[config.mk]
export PLATFORM = sky130hd
export DESIGN_NAME = apb_master
export DESIGN_NICKNAME = d
export VERILOG_FILES = /design/src/rtl/apb_pkg.sv /design/src/rtl/apb_master.sv
export SDC_FILE = /design/constraint.sdc
export NUM_CORES = 1
export LEC_CHECK = 0
export ABC_AREA = 1
export CAP_MARGIN = 20
export CORE_MARGIN = 3
export CORE_UTILIZATION = 25
export CTS_CLUSTER_SIZE = 28
export DETAILED_ROUTE_END_ITERATION = 10
export PLACE_DENSITY = 0.56
export SYNTH_ARGS = -nofsm -noshare
export SYNTH_HDL_FRONTEND = slang
export SYNTH_SLANG_ARGS = --single-unit
export TNS_END_PERCENT = 30
[constraint.sdc]
create_clock -name pclk -period 1.9 [get_ports pclk]
set_input_delay 0.38 -clock pclk [delete_from_list [all_inputs] [get_ports pclk]]
set_output_delay 0.38 -clock pclk [all_outputs]
set_load 0.02 [all_outputs]
[src/rtl/apb_pkg.sv]
// -----------------------------------------------------------------------------
// apb_pkg
// Shared definitions for the APB initiator and anything that talks to it:
//   - apb_state_e   : transfer FSM states (IDLE, SETUP, ACCESS, RESP)
//   - APB_ADDR_W    : default APB address width
//   - APB_DATA_W    : default APB data width
//   - apb_cmd_t     : one command as issued by the control logic
//   - apb_cnt_width : width of the wait-state counter for a given timeout
// -----------------------------------------------------------------------------
package apb_pkg;

   localparam int APB_ADDR_W = 5;
   localparam int APB_DATA_W = 32;

   typedef enum logic [1:0] {
      IDLE   = 2'd0,
      SETUP  = 2'd1,
      ACCESS = 2'd2,
      RESP   = 2'd3
   } apb_state_e;

   typedef struct packed {
      logic                  write;
      logic [APB_ADDR_W-1:0] addr;
      logic [APB_DATA_W-1:0] wdata;
   } apb_cmd_t;

   // The counter must hold 0..timeout; a disabled timeout still gets one bit.
   function automatic int apb_cnt_width(input int timeout);
      return (timeout > 0) ? $clog2(timeout + 1) : 1;
   endfunction

endpackage

[src/rtl/apb_master.sv]
// -----------------------------------------------------------------------------
// apb_master
// Converts a single-outstanding command/response handshake into APB
// SETUP/ACCESS transfers. Honours PREADY wait states, reports PSLVERR and
// aborts a transfer whose slave holds PREADY low for TIMEOUT ACCESS cycles.
//
// Parameters
//   ADDR_W   APB address width
//   DATA_W   APB data width
//   TIMEOUT  ACCESS cycles with PREADY low before abort (0 = never abort)
//
// Ports
//   pclk, rstn                 clock, asynchronous active-low reset
//   cmd_valid/cmd_ready        command handshake
//   cmd_write/addr/wdata       command payload (wdata ignored for reads)
//   rsp_valid/rsp_ready        response handshake
//   rsp_rdata                  read data (0 for writes and timeouts)
//   rsp_err                    PSLVERR seen at completion, or timeout
//   rsp_timeout                transfer aborted by the timeout
//   PSEL/PENABLE/PWRITE/PADDR/PWDATA   APB request side
//   PRDATA/PREADY/PSLVERR              APB completion side
// -----------------------------------------------------------------------------
module apb_master
   import apb_pkg::*;
#(
   parameter int ADDR_W  = APB_ADDR_W,
   parameter int DATA_W  = APB_DATA_W,
   parameter int TIMEOUT = 16
) (
   input  logic              pclk,
   input  logic              rstn,
   input  logic              cmd_valid,
   output logic              cmd_ready,
   input  logic              cmd_write,
   input  logic [ADDR_W-1:0] cmd_addr,
   input  logic [DATA_W-1:0] cmd_wdata,
   output logic              rsp_valid,
   input  logic              rsp_ready,
   output logic [DATA_W-1:0] rsp_rdata,
   output logic              rsp_err,
   output logic              rsp_timeout,
   output logic              PSEL,
   output logic              PENABLE,
   output logic              PWRITE,
   output logic [ADDR_W-1:0] PADDR,
   output logic [DATA_W-1:0] PWDATA,
   input  logic [DATA_W-1:0] PRDATA,
   input  logic              PREADY,
   input  logic              PSLVERR
);

   localparam int               CNT_W    = apb_cnt_width(TIMEOUT);
   localparam bit               TO_EN    = (TIMEOUT != 0);
   localparam logic [CNT_W-1:0] CNT_LAST = CNT_W'((TIMEOUT > 0) ? TIMEOUT - 1 : 0);
   localparam logic [CNT_W-1:0] CNT_ONE  = CNT_W'(1);

   apb_state_e        r_state;
   logic              r_psel;
   logic              r_penable;
   logic              r_pwrite;
   logic [ADDR_W-1:0] r_paddr;
   logic [DATA_W-1:0] r_pwdata;
   logic [CNT_W-1:0]  r_wait_cnt;
   logic              r_rsp_valid;
   logic [DATA_W-1:0] r_rsp_rdata;
   logic              r_rsp_err;
   logic              r_rsp_timeout;

   // Set on the ACCESS cycle that is the TIMEOUT-th consecutive PREADY-low one.
   logic w_timeout_hit;
   assign w_timeout_hit = TO_EN && (r_wait_cnt == CNT_LAST);

   // Accepting in IDLE only keeps exactly one transfer outstanding.
   assign cmd_ready   = (r_state == IDLE);
   assign rsp_valid   = r_rsp_valid;
   assign rsp_rdata   = r_rsp_rdata;
   assign rsp_err     = r_rsp_err;
   assign rsp_timeout = r_rsp_timeout;
   assign PSEL        = r_psel;
   assign PENABLE     = r_penable;
   assign PWRITE      = r_pwrite;
   assign PADDR       = r_paddr;
   assign PWDATA      = r_pwdata;

   always_ff @(posedge pclk or negedge rstn) begin
      if (!rstn) begin
         r_state       <= IDLE;
         r_psel        <= 1'b0;
         r_penable     <= 1'b0;
         r_pwrite      <= 1'b0;
         r_paddr       <= '0;
         r_pwdata      <= '0;
         r_wait_cnt    <= '0;
         r_rsp_valid   <= 1'b0;
         r_rsp_rdata   <= '0;
         r_rsp_err     <= 1'b0;
         r_rsp_timeout <= 1'b0;
      end else begin
         case (r_state)
            IDLE: begin
               // Request fields are loaded only here, so they hold their
               // value through the transfer and afterwards until the next one.
               if (cmd_valid) begin
                  r_pwrite <= cmd_write;
                  r_paddr  <= cmd_addr;
                  r_pwdata <= cmd_wdata;
                  r_psel   <= 1'b1;
                  r_state  <= SETUP;
               end
            end

            SETUP: begin
               // PREADY is deliberately not looked at in SETUP.
               r_penable  <= 1'b1;
               r_wait_cnt <= '0;
               r_state    <= ACCESS;
            end

            ACCESS: begin
               // Completion is tested first so that PREADY on the same cycle
               // the timeout would fire still yields a normal response.
               if (PREADY) begin
                  r_rsp_rdata   <= r_pwrite ? '0 : PRDATA;
                  r_rsp_err     <= PSLVERR;
                  r_rsp_timeout <= 1'b0;
                  r_rsp_valid   <= 1'b1;
                  r_psel        <= 1'b0;
                  r_penable     <= 1'b0;
                  r_state       <= RESP;
               end else if (w_timeout_hit) begin
                  r_rsp_rdata   <= '0;
                  r_rsp_err     <= 1'b1;
                  r_rsp_timeout <= 1'b1;
                  r_rsp_valid   <= 1'b1;
                  r_psel        <= 1'b0;
                  r_penable     <= 1'b0;
                  r_state       <= RESP;
               end else if (TO_EN) begin
                  // Cannot wrap: the abort above fires before the top value.
                  r_wait_cnt <= r_wait_cnt + CNT_ONE;
               end
            end

            RESP: begin
               if (rsp_ready) begin
                  r_rsp_valid <= 1'b0;
                  r_state     <= IDLE;
               end
            end

            default: begin
               r_state <= IDLE;
            end
         endcase
      end
   end

endmodule

# [Yosys cells after proc, flatten, opt, wreduce, memory -nomap -nowiden]
# Index checks and enable logic that the tools add are counted.
# W data, S select, Z words.
[totals] register_bits=82 latch_bits=0 ram_bits=0 romBits=0 inputBits=76 n_memories=0
[classes] add_sub_neg=1 mul=0 div=0 n_lt_le_gt_ge=0 eq_ne=9 shifts=0 n_mux=22 n_bitwise=0 n_reduce_logical=12
[op_table] operator="$mux W32" n=3
[op_table] operator="$reduce_and A3 Y1" n=4
[op_table] operator="$mux W5" n=2
[op_table] operator="$pmux W5 S2" n=1
[op_table] operator="$mux W1" n=8
[op_table] operator="$mux W2" n=4
[op_table] operator="$ne A2 B2 Y1 const B" n=4
[op_table] operator="$pmux W2 S4" n=1
[op_table] operator="$reduce_bool A2 Y1" n=4
[op_table] operator="$pmux W1 S2" n=3
[op_table] operator="$reduce_and A2 Y1" n=3
[op_table] operator="$add A5 B1 Y5 const B" n=1
[op_table] operator="$eq A5 B4 Y1 const B" n=1
[op_table] operator="$eq A2 B2 Y1 const B" n=2
[op_table] operator="$ne A3 B3 Y1 const B" n=1
[op_table] operator="$eq A2 B1 Y1 const B" n=1
[op_table] operator="$logic_not A2 Y1" n=1

# [Longest topological paths before layout]
[depth] word_depth=4 ltp_mapped=10

# [Worst setup path after synthesis]
# No wires, ideal clock.
[synth_timing] path_type="reg2reg" from="reg r_state[0]" to="reg r_paddr[0] (netlist: PADDR[0])" arrival_time_ns=1.496 required_time_ns=1.775 setup_slack_ns=0.279 path_stages_with_launch=7 path_buffers=2 period_less_slack_ns=1.621 cell_sequence="dfrtp_1 > inv_1 > ha_1 > nand2_1 > buf_6 > buf_8 > mux2_4"
[synth_via] elab_chain_len=2
[synth_rtl] item="from (decl)" line_no="apb_master.sv:57" text="apb_state_e r_state;"
[synth_rtl] item="from (signal assigned)" line_no="apb_master.sv:87" text="r_state <= IDLE;"
[synth_rtl] item="from (signal assigned)" line_no="apb_master.sv:108" text="r_state <= SETUP;"
[synth_rtl] item="from (signal assigned)" line_no="apb_master.sv:116" text="r_state <= ACCESS;"
[synth_rtl] item="$logic_not A2 Y1"
[synth_rtl] item="net cmd_ready" line_no="apb_master.sv:33" text="output logic cmd_ready,"
[synth_rtl] item="$reduce_and A2 Y1 (no source line)"
[synth_rtl] item="to (signal assigned)" line_no="apb_master.sv:105" text="r_paddr <= cmd_addr;"
[synth_rtl] item="to (decl)" line_no="apb_master.sv:61" text="logic [ADDR_W-1:0] r_paddr;"
# The timed path passes the listed nets, and every way through them passes these cells.
# A chain may end at the register's enable or synchronous reset.

# [Worst setup path in the final report]
[layout_timing] from="reg r_state[0]" to="reg r_rsp_rdata[31] (netlist: rsp_rdata[31])"
[layout_via] elab_chain_len=2
[layout_rtl] item="$eq A2 B2 Y1" line_no="apb_master.sv:99" text="case (r_state)"
[layout_rtl] item="$reduce_and A2 Y1 (no source line)"
[layout_rtl] item="to (signal assigned)" line_no="apb_master.sv:123" text="r_rsp_rdata <= r_pwrite ? '0 : PRDATA;"
[layout_rtl] item="to (decl)" line_no="apb_master.sv:65" text="logic [DATA_W-1:0] r_rsp_rdata;"
# No other way between the ends.

==> impl_results.md <==
* Result of the run: finished clean
* Number of buffers created by CTS at 9
* Final number of max-transition violations at 0
* Fraction of layout instances using a drive strength above 1 at 0.213
* Area of the die at 15,600 um^2
* VDD IR-drop max at 0.000935 V
* Share of power burned in registers at 0.321
* Synth Warn # at 0
* Buffers and inverters on the worst path at 1
* Number of maximum-capacitance violations at 0
* Antenna violations before repair at 0
* CP max stage cell: or2_4
* Clock skew after layout at 0.00748 ns
* Count of nets left with antenna violations after detail routing at 0
* Type of the worst setup path: flip-flop to flip-flop
* Row count at 42
* Portion of total power attributed to combinational logic at 0.499
* Summed instance area of the synthesized netlist at 3530 um^2
* CTS Buffer Depth at 2
* Wl on met1 at 3.89 mm
* Iteration-0 DRC count of the detailed router at 96
* Slew headroom at 0.614
* Worst setup timing slack at the placement stage at 0.0854 ns
* RSZ-0062 raised after global routing: false
* Switching share of power at 0.363
* Height of the chip at 125 um
* Cell-by-cell trace of the critical path: inv_1, ha_1, nand2_4, or2_4, o21ai_0
* Routed WL at 8.87 mm
* Detailed-placement wirelength estimate at 6.41 mm
* Routed wire per std cell at 14.0 um
* Final hold violation count at 0
* Final-report setup violation count at 0
* Max FO, Critical Path at 32
* Detailed-route vias per instance at 4.11
* Seq/Total Area, Yosys at 0.581
* Number of placed instances with taps included at 615
* Largest stage delay, worst path at 0.42 ns
* Worst setup slack after layout at 0.179 ns
* First-pass GRT wire length at 14.6 mm
* Number of placed I/O pins at 152
* Final critical path time including I/O delays and setup at 1.72 ns
* Number of levels the H-tree was split into at 3
* Critical path startpoint category: flip-flop
* Endpoint class of the critical path: flip-flop
* Part of the total power dissipated in the clock network at 0.180
* Clock insertion delay at the later pin of the skew report at 0.34 ns
* Final net count at 533
* Via count of the first global-routing pass at 2,860
* Static leakage at 2.58 nW
* Kind of path behind the tightest hold check: flip-flop to flip-flop
* IO buf count at 151
* Core footprint at 13,500 um^2
* Root Driver: clkbuf_16
* Delay-heaviest family, CP: simple AND/OR/NAND/NOR gates
* Internal power summed over all cells at 5.98 mW
* Clock tree from TritonCTS: built
* Final period utilization at 0.906
* DRC errors left at 0
* Clk sinks at 82
* Power density over cell area at 1700 nW/um^2
* Mapped Cells at 294
* Total via count in the routed design at 2,596
* Last weighted congestion value of the routability-driven placer at 0.745
* Post-synth cell types at 25
* Width of the chip at 125 um
* Tot GR Track Use at 0.118
* Area added between synthesis and finish at 56.5%
* Gr ovfl total at 0
* Pin count of the biggest net entering global routing at 41
* Sum Neg Setup Slack at 0 ns
* Initial core utilization at 0.261
* Avg Cell Area, Syn at 12.0 um^2
* Routed met2 length at 3.98 mm
* Transition time of the tightest slew-check pin at 0.578 ns
* First-pass DRT Iterations at 4
* Clock-pin slew of the registers on the worst-case setup and hold paths at 0.06 ns
* Top Metal Used: met4
* Data required time of the worst path at 2.16 ns
* Max Freq at 0.581 GHz
* Sum of met3 wire segment lengths after detailed routing at 855 um
* Diodes inserted at 0
* Total nets after synthesis at 376
* Number of synthesized register bits at 82
* Data arrival time of the critical path at 1.98 ns
* Final cell count without fillers at 632
* Power spent charging and discharging nets at 3.40 mW
[per-stage QoR]
stage          total power [mW]  instance area, um^2  utilization  hold WS (ns)
2_1_floorplan              5.64                 3530            -        0.0844
6_report                   9.38                 5520        0.409         0.478
3_3_place_gp               7.73                 5230        0.388         0.327
3_5_place_dp               7.78                 5230        0.388         0.330
5_1_grt                    9.98                 5520        0.409         0.501
4_1_cts                    9.55                 5530        0.409         0.483
[logic make-up (layout without fill, tap and decap cells)]
kind of cell,count (synthesis),after routing,synth area share
flip-flops,82,82,0.581
AND/OR/NAND/NOR,69,69,0.0815
buffers and inverters,55,217,0.0759
AO/OA/AOI/OAI,44,44,0.0975
multiplexers,38,38,0.143
adder cells (fa/ha/maj),6,6,0.0213
[per-layer routing]
metal  track usage  vias to the layer above
met1         0.148                     1228
met3        0.0566                        9
met4        0.0421                        0
met5             0                        -
li1              -                     1251
met2         0.179                      108
[final cells by class]
cell class | instances | area, um^2
clock buffers | 9 | 225
clock inverters | 7 | 60.1
fillers | 1270 | 7980
inverters | 44 | 165
multi-input cells | 157 | 1210
flip-flops and latches | 82 | 2050
well taps | 176 | 220
repair buffers | 157 | 1590
[tightest hold or removal path, cell delays in order (launching register included)]
cell	delay, ns
dfrtp_1	0.34
nand2_1	0.06
o21ai_2	0.05
[synthesized netlist by cell type]
cell type / n / area, um^2
nand2_2: 1 / 6.26
nor2_1: 4 / 15.0
nand3_1: 5 / 25.0
buf_6: 4 / 45.0
mux2_2: 18 / 203
o22a_1: 1 / 8.76
o21ai_0: 8 / 40.0
o21a_1: 2 / 15.0
o21ai_2: 30 / 263
nand2_1: 54 / 203
nand2_4: 1 / 11.3
o31ai_1: 1 / 7.51
a21oi_1: 1 / 5.00
buf_4: 1 / 7.51
buf_2: 4 / 20.0
or2_2: 1 / 6.26
o21ai_1: 1 / 5.00
dfrtp_1: 82 / 2050
nand4_1: 2 / 12.5
inv_2: 1 / 3.75
mux2_4: 20 / 300
buf_8: 2 / 30.0
ha_1: 6 / 75.1
or2_4: 1 / 8.76
inv_1: 43 / 161
[timing repair]
action                                  4_1_cts  5_1_grt
hold buffers                                  1        0
endpoints found under the setup margin        1        1
endpoints found under the hold margin        27        0
resized for setup                             1        2
buffers inserted                              0        0
[path summary, 6_finish.rpt]
check / startpoint / end / slack (ns) / cells past startpoint
worst max-delay path: r_state[0] / rsp_rdata[31] / 0.18 / 5
max in group asynchronous: rstn / r_wait_cnt[1] / 0.83 / 3
worst min register to register: rsp_rdata[30] / rsp_rdata[30] / 0.48 / 2
min in group asynchronous: rstn / rsp_rdata[9] / 0.50 / 2
worst min-delay path: rsp_rdata[30] / rsp_rdata[30] / 0.48 / 2
worst max register to register: r_state[0] / rsp_rdata[31] / 0.18 / 5
[power groups by stage]
stage	sequential, mW	clock (mW)	combinational (mW)
finish	3.01	1.69	4.68
global route	3.14	1.82	5.02
CTS	3.02	1.76	4.76
detailed placement	3.04	0	4.75
global placement	3.01	0	4.71
floorplan	3.97	0	1.67
[placed cells by master, fill, tap and decap left out]
| cell | count |
|---|---|
| o22a_1 | 1 |
| nand3_1 | 5 |
| clkbuf_2 | 1 |
| or2_4 | 1 |
| o31ai_1 | 1 |
| nand2_2 | 2 |
| inv_1 | 43 |
| nand4_1 | 2 |
| inv_2 | 1 |
| buf_12 | 3 |
| mux2_2 | 18 |
| o21ai_0 | 8 |
| nand2_4 | 1 |
| clkbuf_16 | 9 |
| nor2_1 | 4 |
| dlygate4sd3_1 | 1 |
| bufinv_16 | 1 |
| o21ai_2 | 30 |
| dfrtp_1 | 82 |
| nand2_1 | 53 |
| mux2_4 | 20 |
| clkinv_2 | 6 |
| a21oi_1 | 1 |
| clkdlybuf4s50_1 | 149 |
| o21ai_1 | 1 |
| buf_4 | 3 |
| o21a_1 | 2 |
| ha_1 | 6 |
| or2_2 | 1 |
[sequential cells by signal (all words and copies together), names as in the netlist]
name,flops
PADDR,5
PENABLE,1
PSEL,1
PWDATA,32
PWRITE,1
r_state,2
r_wait_cnt,5
rsp_err,1
rsp_rdata,32
rsp_timeout,1
rsp_valid,1
Power figures use the tool's default switching activity.
